$ cat config.mk
export PLATFORM = sky130hd
export DESIGN_NAME = output_argmax_flat
export DESIGN_NICKNAME = d
export VERILOG_FILES = /design/src/rtl/output_argmax_if.sv /design/src/rtl/output_argmax.sv /design/src/flat_wrapper.sv
export SDC_FILE = /design/constraint.sdc
export NUM_CORES = 1
export LEC_CHECK = 0
export ABC_AREA = 1
export CORE_MARGIN = 3
export CORE_UTILIZATION = 35
export CTS_CLUSTER_DIAMETER = 100
export CTS_CLUSTER_SIZE = 14
export DETAILED_ROUTE_END_ITERATION = 6
export GPL_TIMING_DRIVEN = 0
export PLACE_DENSITY = 0.63
export SKIP_LAST_GASP = 1
export SYNTH_ARGS = -nofsm -noshare
export SYNTH_HDL_FRONTEND = slang
export SYNTH_SLANG_ARGS = --single-unit
$ cat constraint.sdc
create_clock -name clk -period 2.4 [get_ports clk]
set_input_delay 0.72 -clock clk [delete_from_list [all_inputs] [get_ports clk]]
set_output_delay 0.72 -clock clk [all_outputs]
set_load 0.05 [all_outputs]
$ cat src/rtl/output_argmax_if.sv
// Handshake and output-RAM bus for the argmax scanner.
interface output_argmax_if #(
  parameter int DEPTH      = 10,
  parameter int DATA_WIDTH = 16
);
  localparam int AW = (DEPTH > 1) ? $clog2(DEPTH) : 1;

  logic                  start;
  logic                  busy;
  logic                  done;
  logic [AW-1:0]         rdaddr;
  logic [DATA_WIDTH-1:0] q;
  logic [AW-1:0]         class_idx;
  logic [DATA_WIDTH-1:0] class_val;
  logic                  result_valid;

  modport master (
    output start, q,
    input  busy, done, rdaddr, class_idx, class_val, result_valid
  );

  modport slave (
    input  start, q,
    output busy, done, rdaddr, class_idx, class_val, result_valid
  );
endinterface

$ cat src/rtl/output_argmax.sv
// Scans DEPTH signed entries of the layer output RAM and reports the index and
// value of the maximum (lowest index wins ties).
module output_argmax #(
  parameter int DEPTH      = 10,
  parameter int DATA_WIDTH = 16
) (
  input  logic            clk,
  input  logic            rst,
  output_argmax_if.slave  bus
);
  localparam int            AW   = (DEPTH > 1) ? $clog2(DEPTH) : 1;
  localparam logic [AW-1:0] LAST = AW'(DEPTH - 1);

  typedef enum logic [1:0] {IDLE, SCAN, DRAIN, FINISH} state_t;

  state_t                       state, state_nx;
  logic [AW-1:0]                addr_cnt;
  logic                         vld_d;
  logic [AW-1:0]                idx_d;
  logic signed [DATA_WIDTH-1:0] max_val, cand_val;
  logic [AW-1:0]                max_idx, cand_idx;
  logic [AW-1:0]                class_idx_r;
  logic [DATA_WIDTH-1:0]        class_val_r;
  logic                         result_valid_r;
  logic                         take_q;

  always_ff @(posedge clk) begin
    if (rst) state <= IDLE;
    else     state <= state_nx;
  end

  always_comb begin
    state_nx = state;
    case (state)
      IDLE:    if (bus.start) state_nx = SCAN;
      SCAN:    if (addr_cnt == LAST) state_nx = DRAIN;
      DRAIN:   state_nx = FINISH;
      FINISH:  state_nx = IDLE;
      default: state_nx = IDLE;
    endcase
  end

  always_comb begin
    bus.busy   = (state != IDLE);
    bus.done   = (state == FINISH);
    bus.rdaddr = (state == SCAN) ? addr_cnt : '0;
  end

  // q belongs to the address issued last cycle; idx 0 always seeds the max
  always_comb begin
    take_q   = vld_d && ((idx_d == '0) || ($signed(bus.q) > max_val));
    cand_val = take_q ? $signed(bus.q) : max_val;
    cand_idx = take_q ? idx_d : max_idx;
  end

  always_ff @(posedge clk) begin
    if (rst) begin
      addr_cnt       <= '0;
      vld_d          <= 1'b0;
      idx_d          <= '0;
      max_val        <= '0;
      max_idx        <= '0;
      class_idx_r    <= '0;
      class_val_r    <= '0;
      result_valid_r <= 1'b0;
    end else begin
      vld_d <= (state == SCAN);
      idx_d <= addr_cnt;
      if (state == SCAN && addr_cnt != LAST) addr_cnt <= addr_cnt + 1'b1;
      else                                   addr_cnt <= '0;
      if (vld_d) begin
        max_val <= cand_val;
        max_idx <= cand_idx;
      end
      if (state == IDLE && bus.start) result_valid_r <= 1'b0;
      // the last entry is compared in DRAIN, so publish the candidate directly
      if (state == DRAIN) begin
        class_val_r    <= cand_val;
        class_idx_r    <= cand_idx;
        result_valid_r <= 1'b1;
      end
    end
  end

  assign bus.class_idx    = class_idx_r;
  assign bus.class_val    = class_val_r;
  assign bus.result_valid = result_valid_r;
endmodule

$ cat src/flat_wrapper.sv
// flat-port wrapper written by rule: the top's interface ports become plain ports
module output_argmax_flat 
#(
  parameter int DEPTH      = 10,
  parameter int DATA_WIDTH = 16
)
  (clk, rst, bus_start, bus_q, bus_busy, bus_done, bus_rdaddr, bus_class_idx, bus_class_val, bus_result_valid);
  output_argmax_if #(.DEPTH(DEPTH), .DATA_WIDTH(DATA_WIDTH)) bus_i ();
  input  logic clk;
  input  logic rst;
  input wire logic [$bits(bus_i.start)-1:0] bus_start;
  input wire logic [$bits(bus_i.q)-1:0] bus_q;
  output wire logic [$bits(bus_i.busy)-1:0] bus_busy;
  output wire logic [$bits(bus_i.done)-1:0] bus_done;
  output wire logic [$bits(bus_i.rdaddr)-1:0] bus_rdaddr;
  output wire logic [$bits(bus_i.class_idx)-1:0] bus_class_idx;
  output wire logic [$bits(bus_i.class_val)-1:0] bus_class_val;
  output wire logic [$bits(bus_i.result_valid)-1:0] bus_result_valid;
  assign bus_i.start = bus_start;
  assign bus_i.q = bus_q;
  assign bus_busy = bus_i.busy;
  assign bus_done = bus_i.done;
  assign bus_rdaddr = bus_i.rdaddr;
  assign bus_class_idx = bus_i.class_idx;
  assign bus_class_val = bus_i.class_val;
  assign bus_result_valid = bus_i.result_valid;
  output_argmax #(.DEPTH(DEPTH), .DATA_WIDTH(DATA_WIDTH)) u_core (.clk(clk), .rst(rst), .bus(bus_i));
endmodule
==> results of run 1 <==
-- worst paths after layout --
kind | startpoint | end
worst max-delay path | bus_q[15] | u_core.bus.class_val[1]
worst min-delay path | u_core.max_idx[2] | u_core.max_idx[2]
worst max register to register | u_core.max_val[9] | u_core.bus.class_val[1]
worst min register to register | u_core.max_idx[2] | u_core.max_idx[2]
-- state kept, by name (all words and copies together), names as in the netlist --
name	count
u_core.state	2
u_core.addr_cnt	4
u_core.bus.class_val	16
u_core.max_idx	4
u_core.bus.result_valid	1
u_core.vld_d	1
u_core.idx_d	4
u_core.bus.class_idx	4
u_core.max_val	16
-- per-stage QoR --
step	worst slack [ns]	area (sq um)	power (mW)	setup TNS [ns]
after detailed placement	-0.496	3140	2.77	-17.44
after global placement	-0.462	3140	2.75	-16.11
final	0.0951	3530	3.73	0
after global routing	-0.000475	3530	3.97	-0.000654
after CTS	0.00149	3330	3.62	0
after floorplan	0.224	2570	2.31	0
-- repair_timing --
item / CTS / global route
buffers inserted: 1 / 1
resized for setup: 29 / 46
cloned: 0 / 2
pin swaps: 16 / 18
setup endpoints to repair: 45 / 46
-- power by group through the flow --
stage | Clock (mW) | Combinational (mW) | Sequential [mW]
after floorplan | 0 | 0.769 | 1.54
after global placement | 0 | 1.59 | 1.16
final | 0.825 | 1.75 | 1.15
after CTS | 0.844 | 1.62 | 1.15
after global routing | 0.873 | 1.93 | 1.17
after detailed placement | 0 | 1.60 | 1.17
-- Yosys cell counts --
| cell | instances | area share [%] |
|---|---|---|
| a211oi_1 | 1 | 0.29 |
| a21o_1 | 1 | 0.29 |
| a21oi_1 | 28 | 5.4 |
| a31oi_1 | 1 | 0.24 |
| buf_1 | 1 | 0.15 |
| buf_4 | 2 | 0.58 |
| buf_6 | 2 | 0.87 |
| clkbuf_1 | 11 | 1.6 |
| dfxtp_1 | 52 | 40 |
| ha_1 | 23 | 11 |
| inv_1 | 54 | 7.9 |
| nand2_1 | 45 | 6.6 |
| nand2_2 | 22 | 5.3 |
| nand3_1 | 43 | 8.4 |
| nand4_1 | 2 | 0.49 |
| nor2_1 | 54 | 7.9 |
| nor3_1 | 2 | 0.39 |
| nor3_2 | 1 | 0.39 |
| o21ai_0 | 2 | 0.39 |
| o21bai_1 | 1 | 0.29 |
| or4_1 | 1 | 0.29 |
| xnor2_1 | 1 | 0.34 |
| xor2_1 | 1 | 0.34 |
-- layout by cell type, fill, tap and decap left out, drive strengths merged, types with 2 or more instances in the layout --
cell type	instances
bufinv	3
nand4	2
clkbuf	24
clkdlybuf4s15	9
dfxtp	52
buf	7
nand3	43
a21oi	28
dlymetal6s2s	3
o21ai	2
nor2	54
clkdlybuf4s50	22
dlygate4sd2	4
inv	54
nand2	67
ha	23
nor3	3
-- logic make-up (layout without fill, tap and decap cells) --
family / count (synthesis) / after routing / synth area share, %
simple gates: 170 / 170 / 29.7
buf+inv: 70 / 126 / 11.1
flops: 52 / 52 / 40.4
compound gates: 34 / 34 / 6.95
fa+ha+maj: 23 / 23 / 11.2
xor+xnor: 2 / 2 / 0.680
-- critical path: stages --
cell	delay (ns)
clkdlybuf4s15_1	0.24
ha_4	0.32
nand2_2	0.08
nor3_4	0.20
nand2_1	0.09
nand2_1	0.06
nand2_1	0.04
nand2_1	0.07
nand2_2	0.06
nand2_4	0.11
nand2_8	0.09
clkbuf_16	0.18
nand2_2	0.06
nand3_1	0.06
nand2_1	0.09
inv_1	0.04
-- routing by layer --
metal  wire [microns]  share of wire (%)  vias to the layer above
met3              259                4.2                       10
met5                0                  0                        -
met4               98                1.6                        0
met2             2910                 47                       48
met1             2940                 47                     1027
li1                 -                  -                     1205
-- final cells by class --
cell class	count	area, sq um	share of cell area (%)
clock inverters	3	90.1	2.55
flip-flops and latches	52	1040	29.5
repair buffers	48	478	13.5
inverters	54	203	5.74
clock buffers	5	68.8	1.95
plain buffers	16	108	3.05
multi-input cells	229	1420	40.3
well taps	96	120	3.40
==> metrics.md, run 1 <==
| Metric | Value |
|---|---|
| Final HPWL DP | 4.21 mm |
| Comb power frac | a little under half |
| Data required, critical path | about 2.6 ns |
| Full die area | around 8400 sq um |
| Clock Skew | between 0.009 and 0.01 ns |
| Hold_ws | between 0.4 and 0.5 ns |
| Max_cap viols | 0 |
| Worst-Skew Late Latency | about 0.32 ns |
| N_diodes | 0 |
| Clk slew on worst S/H paths | approximately 0.09 ns |
| Hold Violations, Final | 0 |
| GR Util met1 | approximately 19% |
| P_sw | ~1.5 mW |
| DRT Pass-1 Iters | 4 |
| Post-route insts no fill | approximately 500 |
| H-tree levels | 2 |
| F_max | about 430 MHz |
| Area delta synth->final | 37.1% |
| Final setup violating endpoints | 0 |
| Final Slew Violations | 0 |
| Yosys warnings | 0 |
| Internal power | 2.20 mW |
| Worst vdd ir | approximately 710 uV |
| CTS Buf Count | 5 |
| Setup CP Type | input pin to register |
| FF-to-FF path depth | 16 |
| Vias in the first global route | about 2200 |
| Clock Power Share | approximately 22% |
| I/O Pins | between 40 and 50 |
| Nets | roughly 450 |
| Slew @ Worst Pin | 0.570 ns |
| Max FO, Critical Path | 5 |
| Share of post-route cells with drive strength above 1 | between 15 and 20% |
| DRT iter0 DRCs | 84 |
| Via-to-Cell Ratio | approximately 4.6 |
| Post-synthesis cell type count | 23 |
| Post-Synthesis Cells | approximately 350 |
| Min-Delay Path Depth | 2 |
| LEAKAGE | approximately 1.6 nW |
| PwrDens | ~1100 nW/um^2 |
| R2R setup slack | approximately 0.35 ns |
| Fillers | 686 |
| Routed length per instance | roughly 12 microns |
| Post-CTS Hold Buffers | 0 |
| Reg power frac | a little under a third |
| I/O Buffers | 44 |
| Final wirelength | between 6 and 7 mm |
| Busiest grt layer | met2 |
| Vias post-DR | around 2300 |
| Max clock buf depth | 2 |
| Hold crit path type | register to register |
| Placed insts | 491 |
| Clock Sinks | between 50 and 60 |
| Post-layout util | between 50% and 60% |
| Die H | about 92 microns |
| GPL Wtd Cong | ~0.8 |
| Mapped cell area | between 2000 and 3000 sq um |
| First-pass GRT wire length | ~9.8 mm |
| Post-route ant nets | 0 |
| GR Layer Usage met3 | 3.28% |
| Largest net degree at the start of global routing | 17 |
| FF+latch count, synth | 52 |
| CTS tree | built |
| Residual DRC | 0 |
| Critical Path Source Type | input pin |
| Final worst path period share | a little over nine tenths |
| CP arrival | approximately 2.5 ns |
| Met2 Use GR | between 20% and 30% |
| Core ar. | around 6900 sq um |
| Gr usage total | 14.2% |
| Synth Net Count | just under 400 |
| Initial Utilization | 37.1% |
| GR Overflow Total | 0 |
| Sequential-to-total area share from yosys stat | about 40% |
| Die width | 91.8 microns |
| Final min period | between 2 and 2.5 ns |
| Initial antenna violation count | 0 |
| Sw frac | 41.0% |
| Rel. slew slack | 62.0% |
| Synth Area per Inst | around 7.3 sq um |
| Rows | 30 |
| CTS root buf | clkbuf_8 |
| CP Capture Type | register |
| Status | finished, final reports clean |
(Power assumes the default switching activity.)
==> inputs of run 2 (changes only) <==
--- a/config.mk
+++ b/config.mk
@@ -12,8 +12,10 @@
 export CTS_CLUSTER_SIZE = 14
 export DETAILED_ROUTE_END_ITERATION = 6
+export DONT_BUFFER_PORTS = 1
 export GPL_TIMING_DRIVEN = 0
-export PLACE_DENSITY = 0.63
+export PLACE_DENSITY = 0.55
 export SKIP_LAST_GASP = 1
 export SYNTH_ARGS = -nofsm -noshare
 export SYNTH_HDL_FRONTEND = slang
 export SYNTH_SLANG_ARGS = --single-unit
+export TNS_END_PERCENT = 1
==> constraint.sdc (replaced) <==
create_clock -name clk -period 2.4 [get_ports clk]
set_input_delay 0.48 -clock clk [delete_from_list [all_inputs] [get_ports clk]]
set_output_delay 0.48 -clock clk [all_outputs]
set_load 0.05 [all_outputs]
==> metrics.md, run 2 (synthesis gave the netlist of run 1 again) <==
| Metric | Value |
|---|---|
| Largest net degree at the start of global routing | 17 (unchanged) |
| Final HPWL DP | 4.22 mm (+0.22%) |
| Crit path to | u_core.bus.class_val[7] |
| I/O Buffers | 0 (-100%) |
| Post-layout util | 40.6% (-10 points) |
| GR Overflow Total | 0 (unchanged) |
| Cell chain of the critical path | inv_1 > ha_1 > nand2_1 > nor3_2 > nand2_1 > nand2_1 > nand2_1 > nand2_1 > nand2_1 > nand2_2 > nand2_2 > buf_6 > nand2_2 > nand3_1 > nand2_1 > inv_1 |
| H-tree levels | 2 (unchanged) |
| Nets | 400 (-11%) |
| Final wirelength | 5.68 mm (-8.6%) |
| Clock Sinks | 52 (unchanged) |
| Max_cap viols | 0 (unchanged) |
| F_max | 490 MHz (+13%) |
| CP arrival | 2.26 ns (-0.26 ns) |
| Share of post-route cells with drive strength above 1 | 9.75% (-6.2 points) |
| Rel. slew slack | 62.4% (+0.38 points) |
| Die width | 91.8 microns (unchanged) |
| RSZ-0062 raised after global routing | false |
| Max clock buf depth | 2 (unchanged) |
| Clk slew on worst S/H paths | 0.10 ns (about the same) |
| Cts repair resizes | 0 (-100%) |
| Final worst path period share | 85.1% (-11 points) |
| Worst-Skew Late Latency | 0.31 ns (about the same) |
| Via-to-Cell Ratio | 4.58 (+0.51%) |
| Initial antenna violation count | 0 (unchanged) |
| Final setup violating endpoints | 0 (unchanged) |
| Setup CP Type | register to register |
| CP Capture Type | register |
| Internal power | 1.71 mW (-22%) |
| Area delta synth->final | 9.38% |
| Core ar. | 6940 sq um (unchanged) |
| Die H | 91.8 microns (unchanged) |
| Comb power frac | 29.9% (-17 points) |
| Routed length per instance | 12.5 microns (+1.0%) |
| FF-to-FF path depth | 16 (unchanged) |
| Gr usage total | 14.1% (-0.081 points) |
| Sw frac | 45.4% (+4.3 points) |
| Hold Violations, Final | 0 (unchanged) |
| CTS tree | built |
| Reg power frac | 49.4% (+19 points) |
| Final min period | 2.04 ns (-0.262 ns) |
| Max FO, Critical Path | 10 (+5) |
| Most common cell on crit path | nand2_1 |
| Reg2reg start | u_core.max_val[15] |
| Setup TNS Final | 0 ns (unchanged) |
| Hold crit path type | input pin to register |
| P_sw | 1.42 mW (-7.2%) |
| Most frequent cells in the layout | inv_1, nor2_1, dfxtp_1 |
| CP max-delay cell | dfxtp_1 |
| R2R setup slack | 0.36 ns (about the same) |
| Data required, critical path | 2.62 ns (about the same) |
| GPL Wtd Cong | 0.770 (-4.4%) |
| I/O Pins | 46 (unchanged) |
| Status | finished, final reports clean |
| N_diodes | 0 (unchanged) |
| Placement Cell Area | 2700 sq um (-14%) |
| Slew @ Worst Pin | 0.564 ns (-0.00572 ns) |
| CTS root buf | clkbuf_8 |
| Initial Utilization | 37.1% (unchanged) |
| Design Power | 3.13 mW (-16%) |
| Hold_ws | 0.349 ns (-0.116 ns) |
| DRT Pass-1 Iters | 4 (unchanged) |
| CP max stage delay | 0.35 ns (+0.03 ns) |
| Post-route ant nets | 0 (unchanged) |
| Clock Skew | 0.00701 ns (-0.00280 ns) |
| Clock Power Share | 20.7% (-1.4 points) |
| Post-CTS Setup Bufs | 0 (-1) |
| Reg-to-Reg End | u_core.bus.class_val[7] |
| Rows | 30 (unchanged) |
| Critical Path Source Type | register |
| Final Slew Violations | 0 (unchanged) |
| Final instance area | 2820 sq um (-20%) |
| CTS Buf Count | 5 (unchanged) |
| PwrDens | 1110 nW/um^2 (+5.1%) |
| Post-CTS Hold Buffers | 0 (unchanged) |
| First-pass GRT wire length | 9.52 mm (-2.7%) |
| Residual DRC | 0 (unchanged) |
| Vias in the first global route | 1941 (-9.7%) |
| Critical Path Source | u_core.max_val[15] |
| DRT iter0 DRCs | 62 (-26%) |
| Vias post-DR | 2082 (-9.1%) |
| Worst vdd ir | 615 uV (-13%) |
| LEAKAGE | 1.26 nW (-20%) |
| Full die area | 8420 sq um (unchanged) |
-- run 2: changes by cell type in the layout (fill, tap and decap cells not counted), sizes merged, moves of 2 or more --
cell / change
clkbuf: -7
buf: -2
dlygate4sd2: -4
clkdlybuf4s15: -9
bufinv: -2
dlymetal6s2s: -3
clkdlybuf4s50: -22
-- run 2: area by class of cell --
cell class | count | area [sq um]
flip-flops and latches | 52 | 1040
fillers | 735 | 4130
plain buffers | 16 | 82.6
multi-input cells | 229 | 1250
clock buffers | 6 | 82.6
inverters | 54 | 203
clock inverters | 2 | 38.8
well taps | 96 | 120
-- run 2: power by group through the flow --
stage / clock network [mW] / registers, mW / logic, mW
after floorplan: 0 / 1.54 / 0.769
after global placement: 0 / 1.57 / 0.937
after detailed placement: 0 / 1.57 / 0.952
after CTS: 0.668 / 1.55 / 0.956
after global routing: 0.700 / 1.57 / 1.10
final: 0.648 / 1.55 / 0.935
-- run 2: worst min path at each step --
stage	to	cells past startpoint	slack [ns]	start
global placement	u_core.max_idx[1]	2	0.45	u_core.max_idx[1]
CTS	u_core.max_val[1]	2	0.34	bus_q[1]
global route	u_core.max_val[0]	2	0.34	bus_q[0]
finish	u_core.max_val[10]	2	0.35	bus_q[10]
floorplan	u_core.idx_d[3]	2	0.44	u_core.addr_cnt[3]
detailed placement	u_core.max_idx[1]	2	0.46	u_core.max_idx[1]
-- run 2: worst max-delay path, delay by kind of cell, from the launching register on --
kind                     cells  cell delay [ns]
buffers and inverters        3             0.24
adder cells (fa/ha/maj)      1             0.32
flip-flops                   1             0.35
AND/OR/NAND/NOR             12             1.03
-- run 2: through the flow --
stage / cells / setup slack [ns]
floorplan: 351 / 0.464
global placement: 447 / 0.277
detailed placement: 447 / 0.240
CTS: 455 / 0.323
global route: 455 / 0.0451
finish: 455 / 0.357
-- run 2: metal layers --
layer / up-vias / track usage, % / share of wire [%]
met5: - / 0 / 0
met4: 0 / 4.46 / 1.4
met3: 7 / 4.43 / 5.1
met2: 39 / 21.9 / 43
met1: 925 / 18.8 / 50
li1: 1111 / - / -
==> inputs of run 3 (changes only) <==
- PLACE_DENSITY: 0.55 -> 0.49
- clock period: 2.4 -> 2.6 ns (I/O delays scaled with it)
==> metrics.md, run 3 (synthesis gave the netlist of run 1 again) <==
| Metric | Value |
|---|---|
| Slew @ Worst Pin | 0.574 ns (+0.0101 ns) |
| Hold Violations, Final | 0 (unchanged) |
| Setup TNS Final | 0 ns (unchanged) |
| Post-layout util | 40.5% (-0.072 points) |
| Full die area | 8420 sq um (unchanged) |
| CP Capture Type | register |
| Final HPWL DP | 4.24 mm (+0.52%) |
| CTS root buf | clkbuf_8 |
| F_max | 480 MHz (-2.0%) |
| Max FO, Critical Path | 10 (unchanged) |
| Via-to-Cell Ratio | 4.55 (-0.53%) |
| Core ar. | 6940 sq um (unchanged) |
| Rows | 30 (unchanged) |
| Vias in the first global route | 1914 (-1.4%) |
| Hold crit path type | input pin to register |
| Post-route ant nets | 0 (unchanged) |
| DRT Pass-1 Iters | 4 (unchanged) |
| Final setup violating endpoints | 0 (unchanged) |
| Sw frac | 45.8% (+0.42 points) |
| I/O Pins | 46 (unchanged) |
| Data required, critical path | 2.81 ns (+0.19 ns) |
| Status | finished, final reports clean |
| Clk slew on worst S/H paths | 0.10 ns (about the same) |
| Max clock buf depth | 2 (unchanged) |
| Post-CTS Setup Bufs | 0 (unchanged) |
| RSZ-0062 raised after global routing | false |
| Routed length per instance | 12.4 microns (-0.32%) |
| Final Slew Violations | 0 (unchanged) |
| Residual DRC | 0 (unchanged) |
| PwrDens | 1020 nW/um^2 (-8.3%) |
| Most frequent cells in the layout | inv_1, nor2_1, dfxtp_1 |
| Area delta synth->final | 9.18% |
| Final min period | 2.08 ns (+0.0408 ns) |
| P_sw | 1.31 mW (-7.6%) |
| Internal power | 1.55 mW (-9.1%) |
| Vias post-DR | 2071 (-0.53%) |
| GPL Wtd Cong | 0.746 (-3.1%) |
| CTS Buf Count | 5 (unchanged) |
| Critical Path Source Type | register |
| LEAKAGE | 1.26 nW (-0.24%) |
| Clock Skew | 0.00613 ns (-0.000887 ns) |
| Max_cap viols | 0 (unchanged) |
| Final wirelength | 5.66 mm (-0.32%) |
| Largest net degree at the start of global routing | 18 (+1) |
| Die H | 91.8 microns (unchanged) |
| Gr usage total | 14.3% (+0.21 points) |
| N_diodes | 0 (unchanged) |
| Die width | 91.8 microns (unchanged) |
| Clock Power Share | 20.1% (-0.6 points) |
| Initial antenna violation count | 0 (unchanged) |
| GR Overflow Total | 0 (unchanged) |
| Comb power frac | 30.2% (+0.3 points) |
| Clock Sinks | 52 (unchanged) |
| I/O Buffers | 0 (unchanged) |
| H-tree levels | 2 (unchanged) |
| Nets | 400 (unchanged) |
| Share of post-route cells with drive strength above 1 | 9.75% (unchanged) |
| First-pass GRT wire length | 9.63 mm (+1.2%) |
| Fillers | 754 (+2.6%) |
| Worst-Skew Late Latency | 0.31 ns (about the same) |
| DRT iter0 DRCs | 76 (+23%) |
| Cts repair resizes | 0 (unchanged) |
| Worst vdd ir | 447 uV (-27%) |
| Final worst path period share | 80.1% (-5.0 points) |
| Initial Utilization | 37.1% (unchanged) |
| CTS tree | built |
| Rel. slew slack | 61.7% (-0.67 points) |
| CP arrival | 2.30 ns (+0.04 ns) |
| Post-CTS Hold Buffers | 0 (unchanged) |
| Setup CP Type | register to register |
| Reg power frac | 49.7% (+0.3 points) |
==> run 3: cell types whose count changed in the layout (fill, tap and decap cells not counted), sizes merged <==
cell	before	now
clkinv	1	2
clkbuf	17	16
==> run 3: cell type report <==
| class | count | area, sq um | area share, % |
|---|---|---|---|
| Inverter | 54 | 203 | 7.21 |
| Clock inverter | 3 | 47.5 | 1.69 |
| Clock buffer | 5 | 68.8 | 2.45 |
| Buffer | 16 | 82.6 | 2.94 |
| Multi-Input combinational cell | 229 | 1250 | 44.4 |
| Tap cell | 96 | 120 | 4.27 |
| Sequential cell | 52 | 1040 | 37.0 |
==> run 3: power groups by stage <==
stage	Clock [mW]	Combinational, mW	Sequential [mW]
final	0.575	0.867	1.42
after global routing	0.633	1.02	1.45
after detailed placement	0	0.877	1.45
after floorplan	0	0.710	1.42
after CTS	0.599	0.883	1.43
after global placement	0	0.869	1.45
==> run 3: stage by stage <==
stage                     cell area [sq um]  hold WS, ns  std cells  power (mW)  setup slack (ns)
after global routing                   2810        0.376        455        3.11             0.250
after floorplan                        2570        0.441        351        2.13             0.624
after detailed placement               2700        0.458        447        2.33             0.372
after global placement                 2700        0.451        447        2.32             0.413
final                                  2810        0.389        455        2.87             0.516
after CTS                              2810        0.380        455        2.91             0.496
==> run 3: final timing paths <==
kind | from | to | slack [ns] | depth (start not counted)
max | u_core.max_val[15] | u_core.bus.class_val[10] | 0.52 | 16
min | bus_q[1] | u_core.max_val[1] | 0.39 | 2
max reg2reg | u_core.max_val[15] | u_core.bus.class_val[10] | 0.52 | 16
min reg2reg | u_core.max_idx[3] | u_core.max_idx[3] | 0.47 | 2
==> run 3: worst max-delay path, cell delays in order (launching register included) <==
cell,delay (ns)
dfxtp_1,0.35
inv_1,0.05
ha_1,0.33
nand2_1,0.11
nor3_2,0.24
nand2_1,0.10
nand2_1,0.06
nand2_1,0.04
nand2_1,0.05
nand2_1,0.06
nand2_2,0.08
nand2_2,0.07
buf_6,0.16
nand2_2,0.07
nand3_1,0.08
nand2_1,0.09
inv_1,0.03
==> run 3: per-layer routing <==
layer,GRT usage [%],part of all wire [%]
met5,0,0
met4,4.21,1.3
met3,5.25,6.6
met2,23.7,46
met1,17.5,47
